--- config.mk ---
export PLATFORM = sky130hd
export DESIGN_NAME = irq_pending_ctrl
export DESIGN_NICKNAME = d
export VERILOG_FILES = /design/src/rtl/irq_pending_ctrl.sv
export SDC_FILE = /design/constraint.sdc
export NUM_CORES = 1
export LEC_CHECK = 0
export ABC_AREA = 1
export CAP_MARGIN = 20
export CORE_AREA = 3 3 48 50
export CTS_BUF_LIST = sky130_fd_sc_hd__clkbuf_16
export DETAILED_ROUTE_END_ITERATION = 8
export DIE_AREA = 0 0 51 53
export PLACE_DENSITY_LB_ADDON = 0.1
export SLEW_MARGIN = 20
export SYNTH_ARGS = -nofsm -noshare
export SYNTH_HDL_FRONTEND = slang
export SYNTH_SLANG_ARGS = --single-unit
--- constraint.sdc ---
create_clock -name clk -period 2.65 [get_ports clk]
set_clock_uncertainty 0.1 [all_clocks]
set_input_delay 0.53 -clock clk [delete_from_list [all_inputs] [get_ports clk]]
set_output_delay 0.53 -clock clk [all_outputs]
set_load 0.02 [all_outputs]
--- src/rtl/irq_pending_ctrl.sv ---
`default_nettype none
// ============================================================================
// Module   : irq_pending_ctrl
// Purpose  : 8-channel pending-interrupt capture with a fixed-priority,
//            single-outstanding-grant arbiter (bit 7 highest priority).
//            Optional macro IRQ_OVERRUN_EN adds per-channel overrun flags (ovr).
// Revision : 1.0 - initial release
// ============================================================================
module irq_pending_ctrl #(
  parameter int EDGE_DET = 1
) (
  input  logic       clk,
  input  logic       rst,
  input  logic [7:0] req,
  input  logic [7:0] mask,
  input  logic       en,
  input  logic       irq_ack,
  output logic       irq_valid,
  output logic [2:0] irq_id,
  output logic [7:0] pending
`ifdef IRQ_OVERRUN_EN
  ,
  output logic [7:0] ovr
`endif
);

  typedef enum logic [0:0] {IDLE = 1'b0, BUSY = 1'b1} state_t;

  state_t     state_q;
  logic       irq_valid_q;
  logic [2:0] irq_id_q;
  logic [7:0] req_dly_q;
  logic [7:0] pending_q;
  logic [7:0] pending_d;
  logic [7:0] set_vec;
  logic [7:0] clr_vec;
  logic [7:0] eligible;
  logic [2:0] win_id;

  generate
    if (EDGE_DET != 0) begin : g_edge
      assign set_vec = req & ~req_dly_q;
    end else begin : g_level
      assign set_vec = req;
    end
  endgenerate

  always_comb begin
    clr_vec = 8'h00;
    if (state_q == BUSY && irq_ack) begin
      clr_vec[irq_id_q] = 1'b1;
    end
  end

  // A same-edge set re-arms the channel even while it is being acknowledged.
  assign pending_d = (pending_q & ~clr_vec) | set_vec;
  assign eligible  = pending_q & ~mask;

  always_comb begin
    win_id = 3'd0;
    for (int i = 0; i < 8; i++) begin
      if (eligible[i]) begin
        win_id = i[2:0];
      end
    end
  end

  always_ff @(posedge clk or posedge rst) begin
    if (rst) begin
      state_q     <= IDLE;
      irq_valid_q <= 1'b0;
      irq_id_q    <= 3'd0;
      pending_q   <= 8'h00;
      req_dly_q   <= 8'h00;
    end else begin
      req_dly_q <= req;
      pending_q <= pending_d;
      case (state_q)
        IDLE: begin
          if (en && (eligible != 8'h00)) begin
            irq_id_q    <= win_id;
            irq_valid_q <= 1'b1;
            state_q     <= BUSY;
          end
        end
        BUSY: begin
          if (irq_ack) begin
            irq_valid_q <= 1'b0;
            state_q     <= IDLE;
          end
        end
      endcase
    end
  end

`ifdef IRQ_OVERRUN_EN
  logic [7:0] ovr_q;

  always_ff @(posedge clk or posedge rst) begin
    if (rst) begin
      ovr_q <= 8'h00;
    end else begin
      ovr_q <= (ovr_q & ~clr_vec) | (set_vec & pending_q & ~clr_vec);
    end
  end

  assign ovr = ovr_q;
`endif

  assign irq_valid = irq_valid_q;
  assign irq_id    = irq_id_q;
  assign pending   = pending_q;

endmodule
`default_nettype wire

==> Word-level counts from Yosys, hierarchy flattened <==
Cells that the tools add are included.
W data, S select, Z words.
{ "totals": {"regBits": 21, "in_bits": 20, "output_inout_bits": 12, "word_cells": 39} }
{ "op_classes": {"n_lt_le_gt_ge": 2, "n_eq_ne": 2, "mux": 16, "bitwise": 8, "reduce_logical": 6} }
{ "op_table": {"columns": ["op", "count"], "rows": [
  ["$and A8 B8 Y8", 3],
  ["$not A8 Y8", 3],
  ["$mux W3", 5],
  ["$mux W8", 1],
  ["$or A8 B8 Y8", 1],
  ["$reduce_bool A8 Y1", 1],
  ["$mux W1", 6],
  ["$lt A3 B4 Y1 const B", 1],
  ["$ne A2 B2 Y1 const B", 2],
  ["$pmux W1 S2", 2],
  ["$reduce_and A2 Y1", 2],
  ["$demux W1 S3", 1],
  ["$ge A3 B1 Y1 const B", 1],
  ["$logic_and A1 B1 Y1", 3],
  ["$mux W2", 1],
  ["$not A1 Y1", 1]
]} }

==> Depth between registers and ports, before layout <==
{ "logic_depth": {"ltp_word": 9, "mapped_depth": 10} }

==> Worst setup path after synthesis <==
OpenSTA, ideal clock, no wires.
{ "synth_timing": {"kind": "in2reg", "from": "input mask[5]", "to": "register irq_valid_q (netlist: irq_valid)", "setup_time_ns": 0.115, "arrival_ns": 1.077, "required_ns": 2.435, "slack_ns": 1.358, "stages": 9, "n_path_buf": 0, "path_cell_list": "inv_1 > nand2_2 > nand2_1 > nor2_2 > nand2_2 > nand2_4 > inv_2 > nor2_2 > nor2_1"} }
{ "synth_via": {"elab_chain_len": 6} }
{ "synth_rtl": {"columns": ["item", "line_no", "text"], "rows": [
  ["start, declared", "15", "input logic [7:0] mask,"],
  ["$not A8 Y8", "57", "assign eligible = pending_q & ~mask;"],
  ["$and A8 B8 Y8", "57", null],
  ["$reduce_bool A8 Y1", "80", "if (en && (eligible != 8'h00)) begin"],
  ["$logic_and A1 B1 Y1", "80", null],
  ["$ne A2 B2 Y1 (no source line)", null, null],
  ["$reduce_and A2 Y1 (no source line)", null, null],
  ["end signal, assigned", "71", "irq_valid_q <= 1'b0;"],
  ["end signal, assigned", "82", "irq_valid_q <= 1'b1;"],
  ["end signal, assigned", "88", "irq_valid_q <= 1'b0;"],
  ["end, declared", "30", "logic irq_valid_q;"]
]} }
Every way passes these cells.
A chain may end at the register's enable or synchronous reset.

==> Worst setup path after layout <==
{ "layout_timing": {"from": "register irq_id_q[1] (netlist: irq_id[1])", "to": "output irq_id[1]"} }
{ "layout_rtl": {"columns": ["item", "line_no", "text"], "rows": [
  ["start, declared", "31", "logic [2:0] irq_id_q;"],
  ["start signal, assigned", "81", "irq_id_q <= win_id;"],
  ["end, declared", "19", "output logic [2:0] irq_id,"]
]} }
No word-level cell between the ends.

==> impl_metrics.csv <==
group,metric,value,unit
critical_path,cp-end-kind,"output pin",
die,die-area,0.002703,mm2
synth,synthTopCellsByArea,"dfrtp_1, nand2_1, inv_1",
global_routing,antenna_found_initial,0,
job,cap_violations,0,
sta,finalSetupTns,0,ns
sta,hold_violations,0,
routing,drt-total-wl,1649,um
routing,vias,727,
cts,clk_pin_slew,0.05,ns
critical_path,slowest_delay,0.63,ns
cells_and_area,area_delta_synth_final,48.08,%
routing,drt-initial-drc-count,5,
sta,period_minus_slack,1.921,ns
synth,synth-edff-count,0,
critical_path,critical_path_class,"reg2out",
global_routing,grt_usage,0.1362,
routing,final_antenna_net_count,0,
die,core-area,0.001942,mm2
worst_hold_path,min_path_type,"reg2reg",
cts,insertion_delay,0.25,ns
synth,ys_seq_area_frac,0.5974,
sta,slew_viol_final,0,
synth,async_flop_share,1.000,
synth,syn_inst,102,
critical_path,cp_slowest_cell,"clkdlybuf4s50_1",
die,die_w,51,um
critical_path,path_cells,"clkdlybuf4s50_1",
placement,gp_congestion,0.8162,
die,core.rowCount,16,
cts,cts_tree,"built",
global_routing,grt_pass1_vias,631,
sta,max_freq,0.5205,GHz
cts,clock_sinks,21,
placement,portBuffers,31,
cts,cts_root_buf,"clkbuf_16",
sta,worstMarginPinSlew,0.7651,ns
synth,yosys-top-cells-count,"nand2_1, inv_1, dfrtp_1",
critical_path,startpoint_type,"register",
die,initial_core_util,0.4530,
synth,netlist.area_leader.share,0.5974,
power,max-vdd-ir-drop,0.4299,mV
cts,cts_buffer_depth,2,
routing,viasPerCell,4.433,
routing,dr.pass1.iters,2,
synth,ys_types,12,
sta,relSlewSlack,0.4894,
sta,period_share,0.7250,
synth,synth.cell_area,879.6,um2
synth,synth.most_common_cell,"nand2_1",
critical_path,cp_data_required_time,2.02,ns
cts,hold_buffers,0,
die,ios,32,
routing,drcViolationCount,0,
synth,ys_seq_elements,21,
global_routing,grt_max_degree,22,
global_routing,overflow,0,
synth,avgSynthCellArea,8.623,um2
cts,htreeDepth,1,
critical_path,critPathMaxFanout,5,
cells_and_area,num-nets-final,158,
status,status,"finished, final reports clean",
cts,numCtsBuffers,3,
critical_path,path_buf_inv,1,
placement,place_hpwl,1299,um
cells_and_area,diodes,0,
power,p_leak,0.6493,nW
cts,post_cts_buffers,0,
routing,wl_per_cell,10.05,um
cells_and_area,drive_gt1_frac,0.07299,
global_routing,grt_pass1_wl,2718,um
placement,dpl_cell_area,0.001224,mm2
synth,yosys_warnings,0,
critical_path,critPathTopFamily,"buffers and inverters",
critical_path,critPathArrivalTime,1.29,ns
power,p_per_area,740.0,mW/mm2
synth,synth_flop_cell,"dfrtp_1",
sta,finalSetupViolCount,0,
cells_and_area,design_area,0.001303,mm2
cts,post_cts_resized,0,
sta,rsz0062_at_grt,"no",
die,die_h,53,um
synth,syn_nets,122,
synth,yosysTopAreaCell,"dfrtp_1",
power breakdown:
group	switching, mW	leakage (nW)	total [mW]	internal, mW
registers	0.0378	0.226	0.403	0.366
logic	0.132	0.381	0.255	0.123
clock network	0.104	0.0423	0.305	0.201
cells by family (layout without fill, tap and decap cells):
group / count (synthesis) / after routing / synth area share
flip-flops: 21 / 21 / 0.5974
buffers and inverters: 24 / 59 / 0.1024
AND/OR/NAND/NOR: 36 / 36 / 0.1792
AO/OA/AOI/OAI: 21 / 21 / 0.1209
path summary, 6_finish.rpt:
| kind | to | cells after the start | startpoint | slack, ns |
|---|---|---|---|---|
| worst max-delay path | irq_id[1] | 1 | irq_id[1] | 0.73 |
| worst min-delay path | pending[6] | 1 | req_dly_q[6] | 0.31 |
| worst max register to register | irq_valid | 8 | pending[3] | 1.41 |
| worst min register to register | pending[6] | 1 | req_dly_q[6] | 0.31 |
| max in group asynchronous | irq_id[0] | 2 | rst | 1.35 |
| min in group asynchronous | req_dly_q[2] | 2 | rst | 0.62 |
worst reg2reg max path, stage by stage, from the launching register on:
cell and delay (ns):
dfrtp_1 0.39, nand2_1 0.09, nand2_1 0.08, nor2_1 0.14, nand2_2 0.08, nand2_4 0.09
inv_2 0.05, nor2_2 0.07, nor2_1 0.04
metal layers:
| layer | part of all wire | vias to the layer above | track usage |
|---|---|---|---|
| li1 | - | 383 | - |
| met1 | 0.45 | 325 | 0.1753 |
| met2 | 0.48 | 17 | 0.2103 |
| met3 | 0.065 | 2 | 0.03662 |
| met4 | 0.0055 | 0 | 0.06726 |
| met5 | 0 | - | 0 |
area by class of cell:
class | instances | area (um2)
Clock inverter | 1 | 3.754
Tap cell | 27 | 33.78
Clock buffer | 3 | 75.07
Sequential cell | 21 | 525.5
Inverter | 24 | 90.09
Fill cell | 171 | 639.4
Multi-Input combinational cell | 57 | 264.0
Timing Repair Buffer | 31 | 310.3
per-stage QoR:
step / setup slack [ns] / hold slack (ns) / utilization / power (mW) / instances
2_1_floorplan: 1.358 / 0.2919 / - / 0.5376 / 102
3_3_place_gp: 0.8299 / 0.2948 / 0.6302 / 0.6653 / 160
3_5_place_dp: 0.7854 / 0.3045 / 0.6302 / 0.6668 / 160
4_1_cts: 0.7246 / 0.3120 / 0.6707 / 0.9750 / 164
5_1_grt: 0.6691 / 0.3243 / 0.6707 / 1.017 / 164
6_report: 0.7288 / 0.3100 / 0.6707 / 0.9638 / 164
flip-flops by register name, indices dropped and copies added, names as in the netlist:
register   cells
state_q        1
irq_id         3
pending        8
req_dly_q      8
irq_valid      1
layout by cell type (no fill, tap or decap):
cell type / instances
inv_1: 24
o21ai_1: 9
a31oi_1: 1
inv_2: 1
nand2_1: 25
o21ai_0: 11
nand2_2: 3
nand2_4: 1
clkdlybuf4s50_1: 31
nor2_1: 4
or2_1: 1
nor2_2: 2
clkbuf_16: 3
dfrtp_1: 21
No activity file was read; power rests on OpenSTA's default activity.
